## src/rtl/store_write_buffer.sv

```systemverilog
// Posted-write FIFO between the core store path and data memory, with load forwarding.
// Latency: a pushed store is presented to memory the cycle after the push; lookup is combinational.
// Backpressure: st_ready drops only when full; entries drain one per cycle that mem_ack is high.
module store_write_buffer #(
  parameter int DEPTH = 4,
  parameter int AW    = 32,
  parameter int DW    = 32
) (
  input  logic                   clk,
  input  logic                   reset,
  input  logic                   st_valid,
  input  logic [AW-1:0]          st_addr,
  input  logic [DW-1:0]          st_data,
  output logic                   st_ready,
  input  logic [AW-1:0]          ld_addr,
  output logic                   ld_hit,
  output logic [DW-1:0]          ld_data,
  output logic                   mem_we,
  output logic [AW-1:0]          mem_addr,
  output logic [DW-1:0]          mem_wdata,
  input  logic                   mem_ack,
  output logic                   empty,
  output logic [$clog2(DEPTH):0] count
);

  localparam int PW = $clog2(DEPTH);
  localparam int CW = PW + 1;

  // Entry storage; addresses are kept word-aligned so the head can drive memory directly.
  logic [AW-1:0] addr_q [DEPTH];
  logic [DW-1:0] data_q [DEPTH];

  logic [PW-1:0] wr_ptr_q, wr_ptr_d;
  logic [PW-1:0] rd_ptr_q, rd_ptr_d;
  logic [CW-1:0] count_q, count_d;
  logic          push;
  logic          pop;
  logic [PW-1:0] fwd_idx;

  // Status depends only on occupancy, so st_ready has no path from mem_ack.
  assign st_ready  = (count_q != CW'(DEPTH));
  assign empty     = (count_q == '0);
  assign mem_we    = !empty;
  assign mem_addr  = addr_q[rd_ptr_q];
  assign mem_wdata = data_q[rd_ptr_q];
  assign count     = count_q;

  assign push = st_valid && st_ready;
  assign pop  = mem_we && mem_ack;

  // Next pointer and occupancy values from this cycle's push/pop.
  always_comb begin
    wr_ptr_d = push ? wr_ptr_q + PW'(1) : wr_ptr_q;
    rd_ptr_d = pop  ? rd_ptr_q + PW'(1) : rd_ptr_q;
    case ({push, pop})
      2'b10:   count_d = count_q + CW'(1);
      2'b01:   count_d = count_q - CW'(1);
      default: count_d = count_q;
    endcase
  end

  // Pointer and occupancy registers; reset discards everything pending.
  always_ff @(posedge clk) begin
    if (reset) begin
      wr_ptr_q <= '0;
      rd_ptr_q <= '0;
      count_q  <= '0;
    end else begin
      wr_ptr_q <= wr_ptr_d;
      rd_ptr_q <= rd_ptr_d;
      count_q  <= count_d;
    end
  end

  // Entry write on push; stale contents are harmless because occupancy gates visibility.
  always_ff @(posedge clk) begin
    if (push) begin
      addr_q[wr_ptr_q] <= {st_addr[AW-1:2], 2'b00};
      data_q[wr_ptr_q] <= st_data;
    end
  end

  // Walk valid entries oldest to youngest from the head so the last match wins,
  // which keeps age order correct across pointer wrap. A same-cycle push is not visible.
  always_comb begin
    ld_hit  = 1'b0;
    ld_data = '0;
    fwd_idx = '0;
    for (int k = 0; k < DEPTH; k++) begin
      fwd_idx = rd_ptr_q + PW'(k);
      if ((CW'(k) < count_q) && (addr_q[fwd_idx][AW-1:2] == ld_addr[AW-1:2])) begin
        ld_hit  = 1'b1;
        ld_data = data_q[fwd_idx];
      end
    end
  end

endmodule

```

## config.mk

```make
export PLATFORM = sky130hd
export DESIGN_NAME = store_write_buffer
export DESIGN_NICKNAME = d
export VERILOG_FILES = /design/src/rtl/store_write_buffer.sv
export SDC_FILE = /design/constraint.sdc
export NUM_CORES = 1
export LEC_CHECK = 0
export ABC_AREA = 1
export BUFFER_PORTS_ARGS = -buffer_cell sky130_fd_sc_hd__buf_2
export CORE_ASPECT_RATIO = 0.7
export CORE_MARGIN = 1
export CORE_UTILIZATION = 55
export CTS_BUF_LIST = sky130_fd_sc_hd__clkbuf_2 sky130_fd_sc_hd__clkbuf_4 sky130_fd_sc_hd__clkbuf_8
export DETAILED_ROUTE_END_ITERATION = 16
export GPL_TIMING_DRIVEN = 1
export PLACE_DENSITY = 0.76
export SLEW_MARGIN = 20
export SYNTH_ARGS = -nofsm -noshare
export SYNTH_HDL_FRONTEND = slang
export SYNTH_SLANG_ARGS = --single-unit
export TNS_END_PERCENT = 10
```

## constraint.sdc

```tcl
create_clock -name clk -period 4.61 [get_ports clk]
set_input_delay 0.922 -clock clk [delete_from_list [all_inputs] [get_ports clk]]
set_output_delay 0.922 -clock clk [all_outputs]
set_load 0.005 [all_outputs]
```

==> results of run 1 <==
[layer usage]
| layer | global-route usage | vias to the layer above | wire [um] | share of wire |
|---|---|---|---|---|
| li1 | - | 8780 | - | - |
| met1 | 0.586 | 8760 | 27900 | 0.41 |
| met2 | 0.573 | 1509 | 28000 | 0.41 |
| met3 | 0.113 | 207 | 10500 | 0.15 |
| met4 | 0.126 | 8 | 1960 | 0.029 |
| met5 | 0 | - | 57 | 0.00083 |
[flip-flops by register name, summed over array words and instances (netlist names), named ones only]
signal    cells
addr_q      120
data_q      128
count         3
rd_ptr_q      2
wr_ptr_q      2
[cells by family (layout without fill, tap and decap cells)]
group                      after synthesis  in the layout  share of synthesized area
other                                    1              6                   0.000209
and+or+nand+nor                       1476           1482                      0.328
xor gates and xnor gates                13             13                    0.00636
buffers and inverters                  316            509                     0.0788
AOI/OAI and AO/OA                      434            434                      0.136
muxes                                   32             32                     0.0179
adders and majority gates                9              9                    0.00629
DFF                                    257            257                      0.426
[through the flow]
step,utilization,TNS (ns),power (mW),setup slack [ns]
detailed placement,0.609,0,8.59,0.370
floorplan,-,0,6.64,0.438
global placement,0.609,0,8.48,0.432
global route,0.648,-0.252,11.8,-0.0351
CTS,0.641,0,10.8,0.00378
finish,0.649,0,11.2,0.0931
[power by group through the flow]
stage | Clock [mW] | Combinational [mW] | Sequential, mW
2_1_floorplan | 0 | 3.70 | 2.94
3_3_place_gp | 0 | 5.50 | 2.97
3_5_place_dp | 0 | 5.61 | 2.99
4_1_cts | 2.14 | 5.74 | 2.94
5_1_grt | 2.22 | 6.65 | 2.96
6_report | 2.13 | 6.17 | 2.94
[critical path: cells and delay by family (launching register included)]
| family | cells | cell delay [ns] |
|---|---|---|
| compound gates | 1 | 0.10 |
| xor+xnor | 1 | 0.27 |
| buf+inv | 5 | 1.04 |
| flops | 1 | 0.40 |
| simple gates | 10 | 1.15 |
[final timing paths]
path                                  start           end  slack [ns]
worst min register to register  wr_ptr_q[1]   wr_ptr_q[1]        0.58
worst max register to register     count[0]  data_q[1][0]        1.76
worst min-delay path                  reset      count[0]        0.52
worst max-delay path            rd_ptr_q[0]   ld_data[30]        0.09
[placed cells by master (no fill, tap or decap), types with 13 or more instances in the layout]
cell type / count
xor2_1: 13
edfxtp_1: 248
nand4_1: 14
buf_4: 42
clkbuf_8: 42
buf_2: 196
a21oi_1: 87
mux2i_1: 32
o211ai_1: 33
nor2_1: 178
clkbuf_4: 14
a221oi_1: 32
buf_12: 13
o21ai_1: 14
o21ai_0: 223
nand2_1: 1089
o22ai_1: 39
inv_1: 161
nand3_1: 167
[timing repair]
action | in CTS | in global routing
setup endpoints to repair | 33 | 33
gates resized for setup | 13 | 25
endpoints found under the hold margin | 0 | 0
gates cloned | 4 | 4
pin swaps | 3 | 4
setup buffers | 3 | 7
[final cells by class]
| type | instances | share of cell area |
|---|---|---|
| multi-input combinational | 1972 | 0.442 |
| inverter | 177 | 0.0331 |
| clock inverter | 17 | 0.00817 |
| tap | 420 | 0.0256 |
| timing repair buffer | 259 | 0.0846 |
| sequential | 257 | 0.372 |
| clock buffer | 56 | 0.0333 |
| antenna | 4 | 0.000488 |
==> reports/metrics.yaml, run 1 <==
finalCritPeriodShare: 0.980
yosys_most_used_dff: "edfxtp_1"
power_leakage_nw: 9.47
synth_cell_types: 35
instances_no_fill: 3162
netlist.top_cell.by_area: "edfxtp_1"
overflow: 0
wirelength_mm: 68.5
synthArstFlopShare: 0
synth_area_um2: 17900
rows: 54
regArea_um2: 7640
syn2layout_area_growth_pct: 14.5
clkTransAtPathRegs_ns: 0.06
clockBufferDepth: 3
crit_required_ns: 3.69
hold_path.class: "input pin to flop"
drc: 0
grt_start_max_net_pins: 131
period_needed_ns: 4.52
cts_tree: "yes"
rr_worst_depth: 6
timing.fmax_mhz: 221
ys_seq_area_frac: 0.426
drt_iter0_drc: 3161
ys_top_cells_by_area: "edfxtp_1 42%, nand2_1 23%, o21ai_0 6.3%, nand3_1 4.7%, nor2_1 3.9%"
clock_skew_ns: 0.0271
outcome: "finished, final reports clean"
die_h_um: 153
multi_input_area_um2: 9070
dpl_cell_area_um2: 19300
rsz0062_at_grt: "yes"
startpoint_type: "flop"
fill_cells: 2767
dieArea_um2: 33300
vias: 19300
io_pins: 203
io_buffer_count: 196
cp_cell_sequence: "inv_4 > buf_4 > nand2_1 > nand2_1 > nand2_1 > nand2_1 > xor2_1 > nand3_1 > nor2_1 > nand2_1 > nor2_4 > buf_12 > buf_4 > a21oi_1 > nand2_1 > nand2_1 > buf_2"
worstPathArrival_ns: 3.59
hold_viol: 0
critical_path_class: "flop to output port"
hpwl_mm: 44.9
placed_cells: 3066
core_um2: 31600
viasPerCell: 6.09
max_slew_margin: 0.238
first_global_vias: 17500
cts_buffers: 42
synth_top_area_frac: 0.416
wl_per_cell_um: 21.7
endpoint_kind: "output port"
grtUsageTotal: 0.402
p_clk_frac: 0.189
clk-insertion-delay-late_ns: 0.61
powerDensity_nw_per_um2: 548
gp_congestion: 1.02
synthTopCellsByCount: "1093 x nand2_1, 248 x edfxtp_1, 225 x o21ai_0"
swShare: 0.489
grt_pass1_wl_mm: 101
antenna_found_initial: 7
cts_sinks: 257
synth.most_common_cell: "nand2_1"
crit_slowest_cell: "dfxtp_4"
holdPathStages: 2
synth_edf_count: 248
syn_avg_cell_area_um2: 7.06
worst_hold_slack_ns: 0.517
setup_violations: 0
detail-route-antenna-nets: 0
combPwrFrac: 0.549
ys_seq_elements: 257
initial_core_util: 0.566
design_area_um2: 20500
h-tree-depth: 2
hold_buffers: 0
drive_above_1_share: 0.137
cts_root_buf: "clkbuf_8"
pwr-share-seq: 0.262
cp_max_fo: 28
nets: 2818
ir_worst_vdd_mv: 0.819
tightestPinTransition_ns: 1.14
critPathMostFrequentCell: "nand2_1"
power.switching_mw: 5.50
yosys_warnings: 0
cp_slowest_stage_delay_ns: 0.40
drt-pass1-iter-count: 6
die_w_um: 218
p_int_mw: 5.75
synthCells: 2538
maxCapViolCount: 0
slew_viol_final: 0
Note: power is estimated with default switching activity, not from simulation.
==> run 2: changes to the inputs <==
- SKIP_LAST_GASP: default -> 1
- clock period: 4.61 -> 5.83 ns (I/O delays scaled with it)
==> reports/metrics.yaml, run 2 (synthesized netlist as in run 1, its figures left out) <==
outcome: "finished, final reports clean"  # unchanged
timing.fmax_mhz: 178
drive_above_1_share: 0.127  # was 0.137
grt_use_met3: 0.110  # was 0.113
hold_path.class: "flop to flop"  # was input pin to flop
worstPathArrival_ns: 4.46  # was 3.59 ns
crit_required_ns: 4.66  # was 3.69 ns
die_w_um: 218  # unchanged
max_slew_margin: 0.379  # was 0.238
cts_root_buf: "clkbuf_8"  # unchanged
die_h_um: 153  # unchanged
mostFrequentLayoutCell: "nand2_1"  # unchanged
final_util: 0.632  # was 0.649
clkTransAtPathRegs_ns: 0.06  # about the same
fin_setup_tns_ns: 0  # unchanged
cts_buffers: 42  # unchanged
io_pins: 203  # unchanged
rows: 54  # unchanged
startpoint_type: "flop"  # unchanged
endpoint_kind: "output port"  # unchanged
first_global_vias: 17200  # was 17500
rr_worst_depth: 6  # unchanged
grt_pass1_wl_mm: 97.6  # was 101 mm
ir_worst_vdd_mv: 0.262  # was 0.819 mV
cts_sinks: 257  # unchanged
fill_cells: 2804  # was 2767
powerDensity_nw_per_um2: 429  # was 548 nW/um2
clockBufferDepth: 3  # unchanged
final_cell_mix: "1092 x nand2_1, 248 x edfxtp_1, 225 x o21ai_0, 196 x buf_2, 180 x nor2_1"  # was 1089 x nand2_1, 248 x edfxtp_1, 223 x o21ai_0, 196 x buf_2, 178 x nor2_1
hold_viol: 0  # unchanged
cts_tree: "yes"  # unchanged
wirelength_mm: 65.5  # was 68.5 mm
wl_per_cell_um: 20.8  # was 21.7 um
critical_path_class: "flop to output port"  # unchanged
setup_violations: 0  # unchanged
grtUsageTotal: 0.385  # was 0.402
design_area_um2: 20000  # was 20500 um2
worstReg2RegEnd: "data_q[2][10]"  # was data_q[1][0]
period_needed_ns: 5.63
met2_usage: 0.552  # was 0.573
initial_core_util: 0.566  # unchanged
core_um2: 31600  # unchanged
grt.busiest_layer: "met2"  # was met1
post_cts_buffers: 0  # was 3
hold_path_end: "wr_ptr_q[0]"  # was count[0]
syn2layout_area_growth_pct: 11.6  # was 14.5%
nets: 2797  # was 2818
drt-pass1-iter-count: 7  # was 6
clock_skew_ns: 0.0195  # was 0.0271 ns
holdPathStages: 2  # unchanged
hp-start: "wr_ptr_q[0]"  # was reset
h-tree-depth: 2  # unchanged
rsz0062_at_grt: "no"  # was yes
worst_hold_slack_ns: 0.565  # was 0.517 ns
power_leakage_nw: 9.26  # was 9.47 nW
maxCapViolCount: 0  # unchanged
largest_reg_flops: 128  # unchanged
reg2reg_from: "count[0]"  # unchanged
dieArea_um2: 33300  # unchanged
drc: 0  # unchanged
vias: 19000  # was 19300
overflow: 0  # unchanged
rrSetupSlack_ns: 2.97  # was 1.76 ns
finalCritPeriodShare: 0.965
drt_iter0_drc: 2603  # was 3161
total_power_mw: 8.57  # was 11.2 mW
viasPerCell: 6.04  # was 6.09
detail-route-antenna-nets: 0  # unchanged
slew_viol_final: 0  # unchanged
cp_max_fo: 30  # was 28
grt_start_max_net_pins: 99  # was 131
hpwl_mm: 45.7  # was 44.9 mm
grt_util_met1: 0.552  # was 0.586
gp_congestion: 1.04  # was 1.02
io_buffer_count: 196  # unchanged
largest-register: "data_q"  # unchanged
dpl_cell_area_um2: 19100  # was 19300 um2
clk-insertion-delay-late_ns: 0.58  # was 0.61 ns
antenna_found_initial: 8  # was 7
tightestPinTransition_ns: 0.929  # was 1.14 ns
-- run 2: cell type report --
cell class                      instances  area, um2  share of cell area
Inverter                              177        668              0.0334
Antenna cell                            5       12.5            0.000626
Multi-Input combinational cell       1967       8950               0.448
Clock inverter                         19        168             0.00839
Tap cell                              420        526              0.0263
Sequential cell                       257       7640               0.382
Clock buffer                           55        682              0.0341
Timing Repair Buffer                  243       1350              0.0675
-- run 2: worst max-delay path by stage --
stage,from,slack (ns),to,cells after the start
detailed placement,rd_ptr_q[0],0.82,ld_data[2],14
global route,rd_ptr_q[0],0.01,ld_data[2],20
finish,rd_ptr_q[0],0.20,ld_data[2],20
CTS,rd_ptr_q[0],0.17,ld_data[2],15
floorplan,st_valid,1.41,addr_q[0][0],2
global placement,rd_ptr_q[0],0.87,ld_data[2],14
-- run 2: metal layers --
metal | routed length, um | up-vias | share of wire
met2 | 26800 | 1430 | 0.41
met1 | 26700 | 8644 | 0.41
met5 | 40 | - | 0.00061
li1 | - | 8721 | -
met3 | 9720 | 197 | 0.15
met4 | 2230 | 6 | 0.034
-- run 2: through the flow --
stage | cells | setup WS (ns)
2_1_floorplan | 2539 | 1.41
4_1_cts | 3137 | 0.165
6_report | 3143 | 0.203
3_3_place_gp | 3063 | 0.869
3_5_place_dp | 3063 | 0.821
5_1_grt | 3141 | 0.0150
-- run 2: repair_timing --
action | 4_1_cts | 5_1_grt
endpoints found under the setup margin | 0 | 33
gates resized for setup | 0 | 1
hold buffers | 0 | 0
-- run 2: where the power goes --
part	total (mW)	switching, mW	internal, mW
Clock	1.67	0.767	0.898
Sequential	2.35	0.148	2.21
Combinational	4.55	3.25	1.30
-- run 2: worst max-delay path, cell delays in order (launching register included) --
cell and delay, ns:
dfxtp_4 0.45, inv_2 0.50, nand2_4 0.26, nand2_4 0.33, buf_4 0.30, nand2_1 0.10, nand3_1 0.24, nand2_1 0.14
inv_1 0.07, nand2_1 0.05, nor2_1 0.10, nand2_1 0.09, nor2_4 0.14, buf_4 0.37, nand3_1 0.12, nand2_1 0.09
nand2_1 0.06, nand2_1 0.09, nand2_1 0.08, nand2_1 0.11, buf_2 0.13
